--- src/rtl/alu_exec_unit.sv ---
// Execute stage: single-cycle logic/arithmetic ops plus an iterative shift-add multiplier.
// Optional signed-overflow flag for ADD/SUB is built only when ALU_OVERFLOW_EN is defined.
module alu_exec_unit #(
    parameter int WIDTH = 32,
    parameter int CNT_W = 6
) (
    input  logic             clk,
    input  logic             reset,
    input  logic             start,
    input  logic [2:0]       alu_ctr,
    input  logic [WIDTH-1:0] a,
    input  logic [WIDTH-1:0] b,
    output logic [WIDTH-1:0] result,
    output logic             zero,
    output logic             overflow,
    output logic             busy,
    output logic             done
);

    typedef enum logic [2:0] {
        OP_AND = 3'b000,
        OP_OR  = 3'b001,
        OP_ADD = 3'b010,
        OP_NOR = 3'b011,
        OP_MUL = 3'b100,
        OP_XOR = 3'b101,
        OP_SUB = 3'b110,
        OP_SLT = 3'b111
    } op_e;

    typedef enum logic {
        IDLE,
        MUL
    } state_e;

    // The counter value seen on the edge that performs the final iteration.
    localparam logic [CNT_W-1:0] CNT_LAST = CNT_W'(WIDTH - 1);

    state_e           state;
    state_e           state_nx;
    op_e              op;

    logic [WIDTH-1:0] sum;
    logic [WIDTH-1:0] diff;
    logic [WIDTH-1:0] alu_res;

    logic [WIDTH-1:0] mcand;
    logic [WIDTH-1:0] mplier;
    logic [WIDTH-1:0] acc;
    logic [WIDTH-1:0] mul_add;
    logic [CNT_W-1:0] cnt;

    logic             accept_single;
    logic             accept_mul;
    logic             mul_last;

    assign op      = op_e'(alu_ctr);
    assign sum     = a + b;
    assign diff    = a - b;
    assign mul_add = mplier[0] ? (acc + mcand) : acc;
    assign busy    = (state == MUL);

    always_comb begin
        // NOTE: every variable gets a default before the case so no latch is inferred.
        alu_res = '0;
        case (op)
            OP_AND:  alu_res = a & b;
            OP_OR:   alu_res = a | b;
            OP_ADD:  alu_res = sum;
            OP_NOR:  alu_res = ~(a | b);
            OP_XOR:  alu_res = a ^ b;
            OP_SUB:  alu_res = diff;
            OP_SLT:  alu_res = {{(WIDTH-1){1'b0}}, ($signed(a) < $signed(b))};
            default: alu_res = '0;
        endcase
    end

    always_ff @(posedge clk or posedge reset) begin
        if (reset) begin
            state <= IDLE;
        end else begin
            // NOTE: sequential state uses non-blocking assignment so all flops update together.
            state <= state_nx;
        end
    end

    always_comb begin
        state_nx      = state;
        accept_single = 1'b0;
        accept_mul    = 1'b0;
        mul_last      = 1'b0;
        case (state)
            IDLE: begin
                if (start) begin
                    if (op == OP_MUL) begin
                        accept_mul = 1'b1;
                        state_nx   = MUL;
                    end else begin
                        accept_single = 1'b1;
                    end
                end
            end
            MUL: begin
                if (cnt == CNT_LAST) begin
                    mul_last = 1'b1;
                    state_nx = IDLE;
                end
            end
            default: state_nx = IDLE;
        endcase
    end

    always_ff @(posedge clk or posedge reset) begin
        if (reset) begin
            // NOTE: multiplier working registers are reset too, so an aborted MUL leaves no residue.
            result <= '0;
            zero   <= 1'b1;
            done   <= 1'b0;
            mcand  <= '0;
            mplier <= '0;
            acc    <= '0;
            cnt    <= '0;
        end else begin
            done <= 1'b0;
            if (accept_single) begin
                result <= alu_res;
                zero   <= (alu_res == '0);
                done   <= 1'b1;
            end
            if (accept_mul) begin
                mcand  <= a;
                mplier <= b;
                acc    <= '0;
                cnt    <= '0;
            end
            if (state == MUL) begin
                acc    <= mul_add;
                mcand  <= mcand << 1;
                mplier <= mplier >> 1;
                cnt    <= cnt + 1'b1;
                if (mul_last) begin
                    result <= mul_add;
                    zero   <= (mul_add == '0);
                    done   <= 1'b1;
                end
            end
        end
    end

`ifdef ALU_OVERFLOW_EN
    logic alu_ovf;

    // Signed overflow: result sign differs from a's sign when the operation could not flip it.
    always_comb begin
        alu_ovf = 1'b0;
        case (op)
            OP_ADD:  alu_ovf = (a[WIDTH-1] == b[WIDTH-1]) && (sum[WIDTH-1]  != a[WIDTH-1]);
            OP_SUB:  alu_ovf = (a[WIDTH-1] != b[WIDTH-1]) && (diff[WIDTH-1] != a[WIDTH-1]);
            default: alu_ovf = 1'b0;
        endcase
    end

    always_ff @(posedge clk or posedge reset) begin
        if (reset) begin
            overflow <= 1'b0;
        end else if (accept_single) begin
            overflow <= alu_ovf;
        end else if (mul_last) begin
            overflow <= 1'b0;
        end
    end
`else
    assign overflow = 1'b0;
`endif

endmodule

--- config.mk ---
export PLATFORM = sky130hd
export DESIGN_NAME = alu_exec_unit
export DESIGN_NICKNAME = d
export VERILOG_FILES = /design/src/rtl/alu_exec_unit.sv
export SDC_FILE = /design/constraint.sdc
export NUM_CORES = 1
export LEC_CHECK = 0
export CORE_ASPECT_RATIO = 1.1
export CORE_MARGIN = 1.5
export CORE_UTILIZATION = 65
export DETAILED_ROUTE_END_ITERATION = 7
export PLACE_DENSITY = 0.86
export SYNTH_ARGS = -nofsm -noshare
export SYNTH_HDL_FRONTEND = slang
export SYNTH_SLANG_ARGS = --single-unit
--- constraint.sdc ---
create_clock -name clk -period 9.1 [get_ports clk]
set_input_delay 1.82 -clock clk [delete_from_list [all_inputs] [get_ports clk]]
set_output_delay 1.82 -clock clk [all_outputs]
set_load 0.05 [all_outputs]
* Word-level counts from Yosys, hierarchy flattened
Cells that the tools add are included.
** Word-level totals
- Logic and storage cells :: 59
- Output and inout port bits :: 36
- Register bits :: 137
- Input bits :: 70
** Operators by class
- Reduce and logical (&&, ||, !) cells :: 4
- Order comparisons :: 1
- Mux-type cells :: 29
- $add $sub $neg :: 4
- Bitwise logic cells :: 5
- Equal/unequal tests :: 8
** Operators by type and width (count)
- $mux W32 :: 10
- $pmux W32 S7 :: 1
- $add A32 B32 Y32 :: 2
- $logic_not A32 Y1 :: 2
- $and A32 B32 Y32 :: 1
- $lt A32 B32 Y1 :: 1
- $not A32 Y32 :: 1
- $or A32 B32 Y32 :: 1
- $sub A32 B32 Y32 :: 1
- $xor A32 B32 Y32 :: 1
- $mux W1 :: 15
- $eq A3 B3 Y1 const B :: 4
- $mux W6 :: 2
- $add A6 B1 Y6 const B :: 1
- $eq A3 B2 Y1 const B :: 2
- $eq A6 B5 Y1 const B :: 1
- $eq A3 B1 Y1 const B :: 1
- $logic_not A3 Y1 :: 1
- $pmux W1 S2 :: 1
- $reduce_bool A2 Y1 :: 1
- $not A1 Y1 :: 1

* Longest topological paths before layout
Gate-level depths: netlist of run 1.
- Depth in word-level cells :: 7
- Gate-level depth with buffers :: 17

* Worst setup path after synthesis of run 1
No wires, ideal clock.
- Path type :: input port to flip-flop
- Start point :: in a[0]
- End point :: reg result[28]
- Stages on the path :: 15
- Arrival :: 4.890 ns
- Required time :: 8.974 ns
- Setup time :: 0.126 ns
- Path slack :: 4.084 ns
- Path buffers :: 0
- Cell sequence :: inv_1 ha_1 inv_1 fa_1 nor2b_1 o311a_1 o211a_1 a21boi_1 o311ai_1 a311o_1 a221o_1 nand2_1 o211ai_1 a221o_1 a221o_1
** Between the ends
- Word-level cells in the longest chain between the ends :: 5
- Elaborated cells on any way between the ends :: 6
** Ends and longest elaborated chain
- start: declaration :: RTL line 11 : input logic [WIDTH-1:0] a,
- $sub A32 B32 Y32 / $add A32 B32 Y32 (equally long branches) :: RTL line 59, 58
- $pmux W32 S7 * :: RTL line 66 : case (op)
- $mux W32 * :: RTL line 125 : if (accept_single) begin
- $mux W32 :: RTL line 141 : if (mul_last) begin
- $mux W32 * :: RTL line 136 : if (state == MUL) begin
- end signal: assignment :: RTL line 126 : result <= alu_res;
- end signal: assignment :: RTL line 142 : result <= mul_add;
- end: declaration :: RTL line 13 : output logic [WIDTH-1:0] result,
Every way passes the cells marked *; elsewhere a longest branch is shown, timed or not.
A chain may end at the register's enable or synchronous reset.

* Worst setup path after layout of run 1
- Start point :: in alu_ctr[0]
- End point :: reg zero
** Between the ends
- Word-level cells in the longest chain between the ends :: 7
- Elaborated cells on any way between the ends :: 16
** Ends and longest elaborated chain
- start: declaration :: RTL line 10 : input logic [2:0] alu_ctr,
- parallel branches: the longest is 4 deep, another holds $pmux W32 S7
- $mux W1 * :: RTL line 125
- $mux W1 :: RTL line 141
- $mux W1 * :: RTL line 136
- end signal: assignment :: RTL line 127 : zero <= (alu_res == '0);
- end signal: assignment :: RTL line 143 : zero <= (mul_add == '0);
- end: declaration :: RTL line 14 : output logic zero,
Every way passes the cells marked *.

==> results.md, run 1 <==
* Status: complete, but fails checks
* Failing checks: DRC
* Grt met2 use at between 60% and 70%
* Peak VDD IR at about 0.00014 V
* Rows at 54
* Psw at approximately 1.5 mW
* Clock root buffer: clkbuf_16
* Length in cells of the worst reg-to-reg path at 13
* Via density at between 6 and 7
* Power, Total at roughly 3.3 mW
* YS warnings at 0
* Std-Cell Core Area at between 15000 and 20000 sq um
* Seq cells post-synth at ~140
* Worst Clk Skew at 0.0195 ns
* GP Congestion at just over 1
* Worst Setup EP: zero
* Slew Limit Fails at 0
* Antenna cell count at 0
* Average cell area after synthesis at around 8.0 sq um
* CTS tree: done
* Antenna viol nets, final at 0
* Post-CTS sizing at 0
* Startpoint types: primary input
* Max Fanout on Critical Path at 21
* IO Pins at between 100 and 150
* Layout cells sized above 1 at 5.20%
* Global route hottest layer: met2
* Slew of the pin with the lowest slew margin at ~1.2 ns
* Cts hold-fix bufs at 0
* P_leak at ~7 nW
* Die Ht at 154 um
* Final setup fails at 0
* Pint at 1.80 mW
* DRC at 2
* Initial antenna violation count at 0
* Logic gate share of total power at 48.1%
* Reg-to-Reg Start: busy
* Non-filler instance count after layout at approximately 2000
* Wire per inst at approximately 23 um
* Port Buffers at about 100
* Largest net degree at the start of global routing at 92
* Clock transition at path regs at approximately 0.07 ns
* Cells after DPL at between 1500 and 2000
* Worst-skew pair later-pin latency at ~0.45 ns
* DR iter-0 viols at 1687
* Critical path's slowest cell: clkdlybuf4s50_1
* Setup Fix Bufs, Post-CTS at 0
* First-pass iteration count of the detailed router at 8
* Final Core Density at around 75%
* Post-route setup TNS at 0 ns
* Worst Path Arrival at approximately 6.6 ns
* Critical path capture point type: flip-flop
* Crit-path cells: clkdlybuf4s50_1 > nor2_2 > nand2_1 > nand3_1 > a21oi_1 > o21ai_0 > a21oi_1 > nand4_1 > nor4_1 > nand4_1 > nor4_1 > nand4_1 > o31ai_2 > a31o_1
* RSZ-0062 raised after global routing: false
* M3 GR Usage at around 9.7%
* Synth unique cells at between 90 and 100
* Ys flop type: dfrtp_1
* Via count at around 14000
* Post-synthesis instance total at 1667
* Hold_ws at just under 0.5 ns
* Die Wd at between 100 and 150 um
* Vias in the first global route at roughly 13000
* Hold Crit Class: flip-flop to flip-flop
* Crit. Startpoint: alu_ctr[0]
* Reg2Reg Setup Slack at between 4 and 5 ns
* Clk buf depth at 2
* GR met1 Demand/Resource at 56.0%
* Slew headroom at about a fifth
* PD cells at approximately 220 nW/um^2
* Tcrit/Tclk final at 68.7%
* Sequential power share at a little under a third
* Clock power share at 21.6%
* Clock sink count at between 100 and 150
* Detailed placement HPWL at 33500 um
* Sequential cell area fraction in the yosys report at 25.6%
* Number of synthesized flops with an enable pin at 0
* Mapped Nets at ~1900
* Tmin final at around 6.3 ns
* Remaining global-route overflow at 0
* Post-synth ARST share at between 90% and 100%
* WS Path Type: primary input to flip-flop
* Starting Density at between 60% and 70%
* Fin nets at around 1900
* Final Hold Fails at 0
* Global-route wire length before repair at roughly 72000 um
* Critical Path Max Stage Delay at between 1 and 1.5 ns
* Max Cap Viol at 0
* Switching Share at ~46%
* WL final at about 46000 um
* Total GRT Usage at about 42%
* Fmax at ~160 MHz
* CP dominant cell by count: nand4_1
* H-tree Lvls at 4
* Die area at ~21000 sq um
* Area growth syn-to-layout at 12.3%
* Critical Path RT at 9.48 ns
* Synthesized area at approximately 13000 sq um
* CTS Buf Count at 17
* Worst flop-to-flop path endpoint: zero
==> per-stage QoR <==
step	setup slack [ns]	area, sq um
final	2.85	15000
after floorplan	3.61	13400
after detailed placement	2.72	14500
after global routing	2.71	15000
after CTS	3.13	15000
after global placement	2.72	14500
==> routing by layer <==
metal | vias up | routed length (um)
li1 | 6138 | -
met1 | 6500 | 18200
met2 | 848 | 20900
met3 | 146 | 5060
met4 | 0 | 1490
met5 | - | 0
==> worst max-delay path: cells and delay by family <==
kind,cells,cell delay [ns]
compound gates,5,1.27
simple gates,8,2.44
buf+inv,1,1.07
==> worst min path at each step <==
stage | cells past startpoint | startpoint | endpoint | slack [ns]
2_1_floorplan | 2 | mplier[1] | mplier[0] | 0.45
3_3_place_gp | 2 | mplier[4] | mplier[3] | 0.46
3_5_place_dp | 2 | mplier[2] | mplier[1] | 0.47
4_1_cts | 2 | mplier[22] | mplier[21] | 0.49
5_1_grt | 2 | mplier[24] | mplier[23] | 0.51
6_report | 2 | mplier[22] | mplier[21] | 0.48
==> flip-flops by register name, summed over array words and instances (netlist names) <==
register and cells:
acc 32, mcand 32, mplier 32, result 32, cnt 6, busy 1, done 1, zero 1
==> cell families after synthesis <==
| family | count (synthesis) | share of synthesized area, % |
|---|---|---|
| AOI/OAI and AO/OA | 542 | 26.7 |
| and+or+nand+nor | 471 | 16.5 |
| buffers and inverters | 208 | 6.06 |
| DFF | 137 | 25.6 |
| adders and majority gates | 134 | 12.7 |
| muxes | 98 | 7.39 |
| xor gates and xnor gates | 76 | 4.97 |
| other | 1 | 0.0280 |
==> layout make-up <==
type | instances | area (sq um)
inverter | 104 | 395
fill | 1515 | 4960
clock buffer | 18 | 429
clock inverter | 14 | 159
timing repair buffer | 117 | 1130
multi-input combinational | 1322 | 9180
tap | 252 | 315
sequential | 137 | 3430
==> layout by cell type (no fill, tap or decap), types with 23 or more instances in the layout <==
master,count
nand3_1,63
clkdlybuf4s50_1,102
nor2_1,92
a22oi_1,32
ha_1,131
o21ai_0,161
dfrtp_1,135
a211oi_1,23
nand2_1,173
a21oi_1,113
mux2i_1,91
nor3_1,28
xnor2_1,57
inv_1,96
==> synthesized netlist by cell type, types with 6 or more instances <==
| master | instances | area (sq um) |
|---|---|---|
| buf_2 | 16 | 80.1 |
| xnor2_1 | 57 | 499 |
| nand2_1 | 173 | 649 |
| a221oi_1 | 8 | 70.1 |
| a21o_1 | 21 | 158 |
| or3_1 | 7 | 43.8 |
| dfrtp_1 | 136 | 3400 |
| mux2i_1 | 91 | 911 |
| o21ai_1 | 8 | 40.0 |
| a22oi_1 | 32 | 240 |
| inv_1 | 97 | 364 |
| a211oi_1 | 23 | 173 |
| a221o_1 | 11 | 110 |
| o21a_1 | 9 | 67.6 |
| nor2_1 | 94 | 353 |
| o211ai_1 | 11 | 82.6 |
| nand2b_1 | 14 | 87.6 |
| and2_1 | 7 | 43.8 |
| a211o_1 | 9 | 78.8 |
| nor4_1 | 13 | 81.3 |
| nand4_1 | 18 | 113 |
| o21ai_0 | 161 | 806 |
| nor3_1 | 28 | 140 |
| nand3_1 | 64 | 320 |
| o21bai_1 | 9 | 67.6 |
| buf_1 | 20 | 75.1 |
| mux2_2 | 6 | 67.6 |
| xor2_1 | 19 | 166 |
| clkbuf_1 | 65 | 244 |
| o31ai_1 | 8 | 60.1 |
| and3_1 | 12 | 75.1 |
| nor2b_1 | 20 | 125 |
| o22ai_1 | 9 | 56.3 |
| inv_2 | 6 | 22.5 |
| a31oi_1 | 14 | 87.6 |
| o221ai_1 | 20 | 175 |
| a21oi_1 | 113 | 566 |
| ha_1 | 131 | 1640 |
==> power groups by stage <==
stage / Clock [mW] / Sequential [mW] / Combinational [mW]
6_report: 0.722 / 1.02 / 1.61
5_1_grt: 0.739 / 1.03 / 1.73
2_1_floorplan: 0 / 1.07 / 0.999
4_1_cts: 0.715 / 1.00 / 1.57
3_5_place_dp: 0 / 1.01 / 1.55
3_3_place_gp: 0 / 1.00 / 1.49
Power figures use the tool's default switching activity.
==> inputs of run 2 (changes only) <==
--- a/config.mk
+++ b/config.mk
@@ -7,9 +7,9 @@
 export LEC_CHECK = 0
 export CORE_ASPECT_RATIO = 1.1
 export CORE_MARGIN = 1.5
-export CORE_UTILIZATION = 65
+export CORE_UTILIZATION = 61
 export DETAILED_ROUTE_END_ITERATION = 7
-export PLACE_DENSITY = 0.86
+export PLACE_DENSITY = 0.81
 export SYNTH_ARGS = -nofsm -noshare
 export SYNTH_HDL_FRONTEND = slang
 export SYNTH_SLANG_ARGS = --single-unit
==> constraint.sdc (replaced) <==
create_clock -name clk -period 6.38 [get_ports clk]
set_input_delay 1.276 -clock clk [delete_from_list [all_inputs] [get_ports clk]]
set_output_delay 1.276 -clock clk [all_outputs]
set_load 0.05 [all_outputs]
==> run 2 against run 1 <==
Against the previous run: the run now ends clean; power increased by 40%; clock skew is essentially flat; clock power is 41% higher; first-iteration DRC count is 11% lower; hold slack got worse by 0.0057 ns; clock-buffer cell count did not move; core utilization is 4.5 points lower; setup slack worse by 1.9 ns; die area grew 6.4%; wire length is 4.2% lower; combinational power grew 40%; sequential power grew 39%; critical path type unchanged; critical endpoint unchanged; largest cell class unchanged; highest routed layer unchanged.
==> results.md, run 2 (synthesis gave the netlist of run 1 again) <==
* Worst-skew pair later-pin latency at about 0.44 ns
* Startpoint types: primary input
* Fmax at around 180 MHz
* Hold Crit Class: flip-flop to flip-flop
* Cts hold-fix bufs at 0
* Post-route cell area at 15200 sq um
* Most common cell after layout, fill and taps aside: nand2_1
* Initial antenna violation count at 1
* Tmin final at 5.47 ns
* Fin nets at about 1900
* Final setup fails at 0
* Wire per inst at around 22 um
* Std-Cell Core Area at 21400 sq um
* Die Wd at 144 um
* Filler instances at about 1800
* Starting Density at a little over three fifths
* Placed cell area at 14600 sq um
* Slew headroom at 34.3%
* Hold_ws at ~0.48 ns
* Global-route wire length before repair at 68700 um
* Die area at 22900 sq um
* Via density at 6.65
* Crit-path cells: clkdlybuf4s50_1 > inv_1 > ha_1 > a21oi_1 > a21o_1 > a2111oi_1 > a31oi_1 > o311ai_1 > a31o_2 > mux2i_1 > o211ai_1 > nor4_1 > nand4_1 > o31ai_2 > a31o_1
* Setup Fix Bufs, Post-CTS at 0
* IO Pins at 106
* Worst Path Arrival at roughly 5.9 ns
* Tcrit/Tclk final at about 86%
* Via count at between 10000 and 15000
* Port Buffers at 104
* Slew of the pin with the lowest slew margin at 0.981 ns
* RSZ-0062 raised after global routing: false
* CTS Buf Count at 17
* Status: finished clean
* Total GRT Usage at slightly below 40%
* Critical path capture point type: flip-flop
* Vias in the first global route at approximately 13000
* Rows at 56
* Critical Path Max Stage Delay at ~0.59 ns
* First-pass iteration count of the detailed router at 6
* Slew Limit Fails at 0
* P_leak at between 7 and 8 nW
* Max Cap Viol at 0
* Power, Total at around 4.7 mW
* Antenna viol nets, final at 0
* WS Path Type: primary input to flip-flop
* Detailed placement HPWL at between 30000 and 40000 um
* DRC at 0
* Register Area at between 3000 and 4000 sq um
* Final Hold Fails at 0
* Layout cells sized above 1 at 5.64%
* GP Congestion at between 0.9 and 1
* Clock transition at path regs at 0.07 ns
* CTS tree: done
* Peak VDD IR at 0.000206 V
* Clock sink count at approximately 140
* Critical Path RT at 6.76 ns
* Remaining global-route overflow at 0
* Clk buf depth at 2
* Commonest non-fill, non-tap cells in the layout: nand2_1 (173), o21ai_0 (161), dfrtp_1 (135)
* Largest net degree at the start of global routing at 97
* PD cells at just over 300 nW/um^2
* WL final at 43800 um
* Area growth syn-to-layout at 13.1%
* Clock root buffer: clkbuf_16
* Die Ht at approximately 160 um
* Max Fanout on Critical Path at 13
* Worst Clk Skew at approximately 0.019 ns
* Critical path's slowest cell: clkdlybuf4s50_1
* Post-route setup TNS at 0 ns
* Post-CTS sizing at 0
* H-tree Lvls at 4
* DR iter-0 viols at 1508
* Multi-input logic area at between 9000 and 10000 sq um
[run 2: cell count changes in the layout (fill, tap and decap cells not counted), sizes merged]
cell      delta
clkinvlp     +2
clkinv       -2
diode        +1
buf          +8
[run 2: area by class of cell]
| cell class | instances | area share [%] |
|---|---|---|
| inverters | 104 | 2.61 |
| clock buffers | 18 | 2.83 |
| diodes | 1 | 0.0165 |
| repair buffers | 125 | 7.92 |
| well taps | 290 | 2.39 |
| clock inverters | 14 | 1.03 |
| flip-flops and latches | 137 | 22.6 |
| multi-input cells | 1322 | 60.6 |
[run 2: metrics by stage]
step,setup WS [ns],utilization (%),std cells
2_1_floorplan,1.44,-,1667
3_3_place_gp,0.598,68.0,1978
3_5_place_dp,0.537,68.0,1978
4_1_cts,0.992,70.7,2010
5_1_grt,0.529,70.7,2010
6_report,0.905,70.7,2011
[run 2: report_power, final]
group          total, mW  internal [mW]  switching (mW)
Combinational       2.25          0.860            1.39
Clock               1.02          0.555           0.463
Sequential          1.42           1.15           0.276
Total               4.69           2.56            2.13
[run 2: layer usage]
| metal | track usage [%] | wire, um | vias up |
|---|---|---|---|
| met5 | 0 | 0 | - |
| met4 | 14.1 | 1350 | 0 |
| met3 | 8.33 | 4510 | 129 |
| met2 | 60.1 | 19500 | 705 |
| met1 | 53.7 | 18400 | 6382 |
| li1 | - | - | 6166 |
[run 2: critical path, delay by kind of cell]
kind | cells | cell delay (ns)
multiplexers | 1 | 0.19
adder cells (fa/ha/maj) | 1 | 0.59
buffers and inverters | 2 | 0.66
AO/OA/AOI/OAI | 9 | 2.57
AND/OR/NAND/NOR | 2 | 0.57
[run 2: path summary, 6_finish.rpt]
kind                                start    endpoint  slack, ns  depth (start not counted)
worst max register to register   mcand[0]        zero       1.91                         14
max in group asynchronous           reset  mplier[14]       3.77                          3
worst max-delay path                a[10]        zero       0.91                         15
worst min-delay path            mplier[7]   mplier[6]       0.48                          2
min in group asynchronous           reset      acc[3]       1.40                          2
worst min register to register  mplier[7]   mplier[6]       0.48                          2
==> RTL change 1, RTL diff (flow settings as in run 2) <==
The option `ALU_OVERFLOW_EN` is turned on by a define.
--- a/src/rtl/alu_exec_unit.sv
+++ b/src/rtl/alu_exec_unit.sv
@@ -1,4 +1,6 @@
 // Execute stage: single-cycle logic/arithmetic ops plus an iterative shift-add multiplier.
 // Optional signed-overflow flag for ADD/SUB is built only when ALU_OVERFLOW_EN is defined.
+`define ALU_OVERFLOW_EN
+
 module alu_exec_unit #(
     parameter int WIDTH = 32,
Behaviour: not the same (a bounded check fails within 4 cycles, from zero or initial values and one cycle with reset high).
==> RTL change 1 against run 2 <==
The run now ends with design-rule violations left; utilization increased by 0.25 points; total power is 19% higher; routed wire length is 15% higher; maximum frequency up 4.6%; hold slack improved by 0.017 ns; setup slack better by 0.24 ns; first-iteration DRC count is 27% higher; via count is 11% higher; sequential cell count grew 1; design area rose by 4.2%; count of clock-buffer cells in the layout up 1; die area increased by 4.1%; synthesized area up 4.2%; highest routed layer unchanged.
==> RTL change 1: results (changes against run 2) <==
buffer_area_frac: 0.0789  # was 0.0792
placed_cell_area_um2: 15200  # was 14600 um2
routed-wl-met2_mm: 22.5  # was 19.5 mm
grt_pass1_vias: 14200  # was 12.5k
met2_usage: 0.662  # was 0.601
grt_pass1_wl_mm: 77.4  # was 68.7 mm
status: "complete, but fails checks"  # was complete, no violations
ys_top_cells_by_count: "inv_1, a21oi_1, dfrtp_1, nor2_1, ha_1"  # was nand2_1, o21ai_0, dfrtp_1
drtPass1Iterations: 8  # was 6
grt.met3_usage: 0.0961  # was 0.0833
dp_hpwl_mm: 37.4  # was 32.5 mm
slew_headroom: 0.341  # was 0.343
clock_skew_ns: 0.0190  # was 0.0192 ns
wl_met1_mm: 19.1  # was 18.4 mm
gp_congestion: 1.09  # was 0.991
dr_wl_met3_mm: 6.14  # was 4.51 mm
num_antenna_cells: 0  # was 1
dpl_worst_slack_ns: 0.896  # was 0.537 ns
num-nonclk-buffers: 133  # was 125
routedWlPerCell_um: 24.0  # was 21.8 um
antenna_found_initial: 0  # was 1
drcViolationCount: 17  # was 0
yosysSeqAreaShare: 0.247  # was 0.256
clock_buffers: 19  # was 18
drtIter0Drc: 1922  # was 1508
nets: 1989  # was 1911
gr-usage-met1: 0.529  # was 0.537
violations: "design-rule violations"
multi_input_cells: 1317  # was 1322
RTL change 1: cell count changes in the layout (fill, tap and decap cells not counted), sizes merged, moves of 12 or more:
| cell | run 2 | this run |
|---|---|---|
| mux2i | 91 | 14 |
| inv | 110 | 186 |
| o21ai | 170 | 99 |
| nand2 | 173 | 107 |
| a222oi | 2 | 66 |
| nor2 | 94 | 137 |
| nand3 | 64 | 24 |
| a22o | 4 | 41 |
| a21oi | 113 | 144 |
| o211ai | 13 | 30 |
| o22ai | 9 | 24 |
| xnor2 | 57 | 44 |
| or2 | 1 | 13 |
RTL change 1: critical path, delay by kind of cell:
family / cells / cell delay, ns
and+or+nand+nor: 5 / 1.56
buffers and inverters: 2 / 0.63
AOI/OAI and AO/OA: 6 / 1.69
adders and majority gates: 1 / 0.43
RTL change 1: where the power goes:
group | internal, mW | switching [mW]
logic | 1.11 | 1.85
clock network | 0.600 | 0.462
registers | 1.21 | 0.370
total | 2.92 | 2.68
RTL change 1: logic make-up after synthesis:
kind of cell	count (synthesis)	share of synthesized area
xor gates and xnor gates	53	0.0333
and+or+nand+nor	426	0.148
adders and majority gates	134	0.122
DFF	138	0.247
AOI/OAI and AO/OA	677	0.351
buffers and inverters	287	0.0779
muxes	27	0.0205
RTL change 1: worst paths after layout:
kind | slack, ns | end | cells after the start | startpoint
setup / recovery | 1.15 | zero | 14 | a[6]
hold / removal | 0.50 | mplier[31] | 2 | mplier[31]
setup reg to reg | 1.91 | zero | 13 | mcand[0]
hold reg to reg | 0.50 | mplier[31] | 2 | mplier[31]
max in group asynchronous | 3.74 | acc[24] | 3 | reset
min in group asynchronous | 1.38 | acc[3] | 2 | reset
==> RTL change 2, RTL diff (flow settings as in run 2) <==
Made on the original files. Add an input register stage for `start` and `alu_ctr`; this delays them by one clock. The other inputs are not delayed to match.
--- a/src/rtl/alu_exec_unit.sv
+++ b/src/rtl/alu_exec_unit.sv
@@ -37,4 +37,12 @@
     localparam logic [CNT_W-1:0] CNT_LAST = CNT_W'(WIDTH - 1);
 
+    logic start_q;
+    logic [2:0] alu_ctr_q;
+
+    always_ff @(posedge clk) begin
+        start_q   <= start;
+        alu_ctr_q <= alu_ctr;
+    end
+
     state_e           state;
     state_e           state_nx;
@@ -55,5 +63,5 @@
     logic             mul_last;
 
-    assign op      = op_e'(alu_ctr);
+    assign op      = op_e'(alu_ctr_q);
     assign sum     = a + b;
     assign diff    = a - b;
@@ -92,5 +100,5 @@
         case (state)
             IDLE: begin
-                if (start) begin
+                if (start_q) begin
                     if (op == OP_MUL) begin
                         accept_mul = 1'b1;
Check against the original RTL: not equivalent (a bounded check fails within 4 cycles, from zero or initial values and one cycle with reset high).
==> RTL change 2 against run 2 <==
The flow now finishes with violations (design-rule violations); setup slack better by 0.27 ns; sequential cell count up 4; combinational power up 24%; synthesized area up 2.6%; routed wire length up 9.1%; sequential power up 13%; critical endpoint unchanged; count of clock-buffer cells in the layout down 1; synthesized cell count up 2.9%; total power up 15%; design area up 1.7%; sequential share of layout area up 0.15 points.
==> RTL change 2: results (changes against run 2) <==
dpl_worst_slack_ns: 0.878  # was 0.537 ns
min_period_ns: 5.20  # was 5.47 ns
violations: "design-rule violations"
synthArstFlopShare: 0.972  # was 1.00
gp_congestion: 1.08  # was 0.991
syn_nets: 1920  # was 1871
p_leak_nw: 6.95  # was 7.03 nW
fillCellCount: 1781  # was 1767
worst-slew-pin-transition_ns: 0.944  # was 0.981 ns
grt_max_degree: 95  # was 97
rrSetupSlack_ns: 2.20  # was 1.91 ns
pg_seq_mw: 1.60  # was 1.42 mW
synth_cell_types: 100  # was 91
drive_above_1_share: 0.0613  # was 0.0564
via_per_inst: 6.75  # was 6.65
gr-usage-met1: 0.558  # was 0.537
nets: 1954  # was 1911
antenna_found_initial: 0  # was 1
yosysSeqAreaShare: 0.255  # was 0.256
vdd_drop_max_mv: 0.181  # was 0.206 mV
routedWlPerCell_um: 23.2  # was 21.8 um
wl_met1_mm: 19.6  # was 18.4 mm
drcViolationCount: 8  # was 0
grt.met3_usage: 0.0670  # was 0.0833
dr_wl_met3_mm: 4.68  # was 4.51 mm
worst_path_max_delay_cell: "a222oi_1"  # was clkdlybuf4s50_1
routed-wl-met2_mm: 21.8  # was 19.5 mm
reg2reg_from: "alu_ctr_q[0]"  # was mcand[0]
status: "complete, but fails checks"  # was complete, no violations
startpoint: "b[0]"  # was a[10]
num_antenna_cells: 0  # was 1
RTL change 2: kinds of logic after synthesis:
logic type | synth area share
AO/OA/AOI/OAI | 0.278
AND/OR/NAND/NOR | 0.163
buffers and inverters | 0.0624
flip-flops | 0.255
adder cells (fa/ha/maj) | 0.124
multiplexers | 0.0672
XOR/XNOR | 0.0503
other | 0.000273
RTL change 2: metrics by stage:
stage,area (um2),cells
2_1_floorplan,13700,1716
6_report,15400,2057
4_1_cts,15400,2057
3_5_place_dp,14900,2026
5_1_grt,15400,2057
3_3_place_gp,14900,2026
RTL change 2: final cells by class:
| cell class | count | share of cell area |
|---|---|---|
| Clock buffer | 17 | 0.0276 |
| Clock inverter | 14 | 0.00819 |
| Inverter | 105 | 0.0259 |
| Multi-Input combinational cell | 1362 | 0.610 |
| Sequential cell | 141 | 0.228 |
| Tap cell | 295 | 0.0239 |
| Timing Repair Buffer | 123 | 0.0767 |
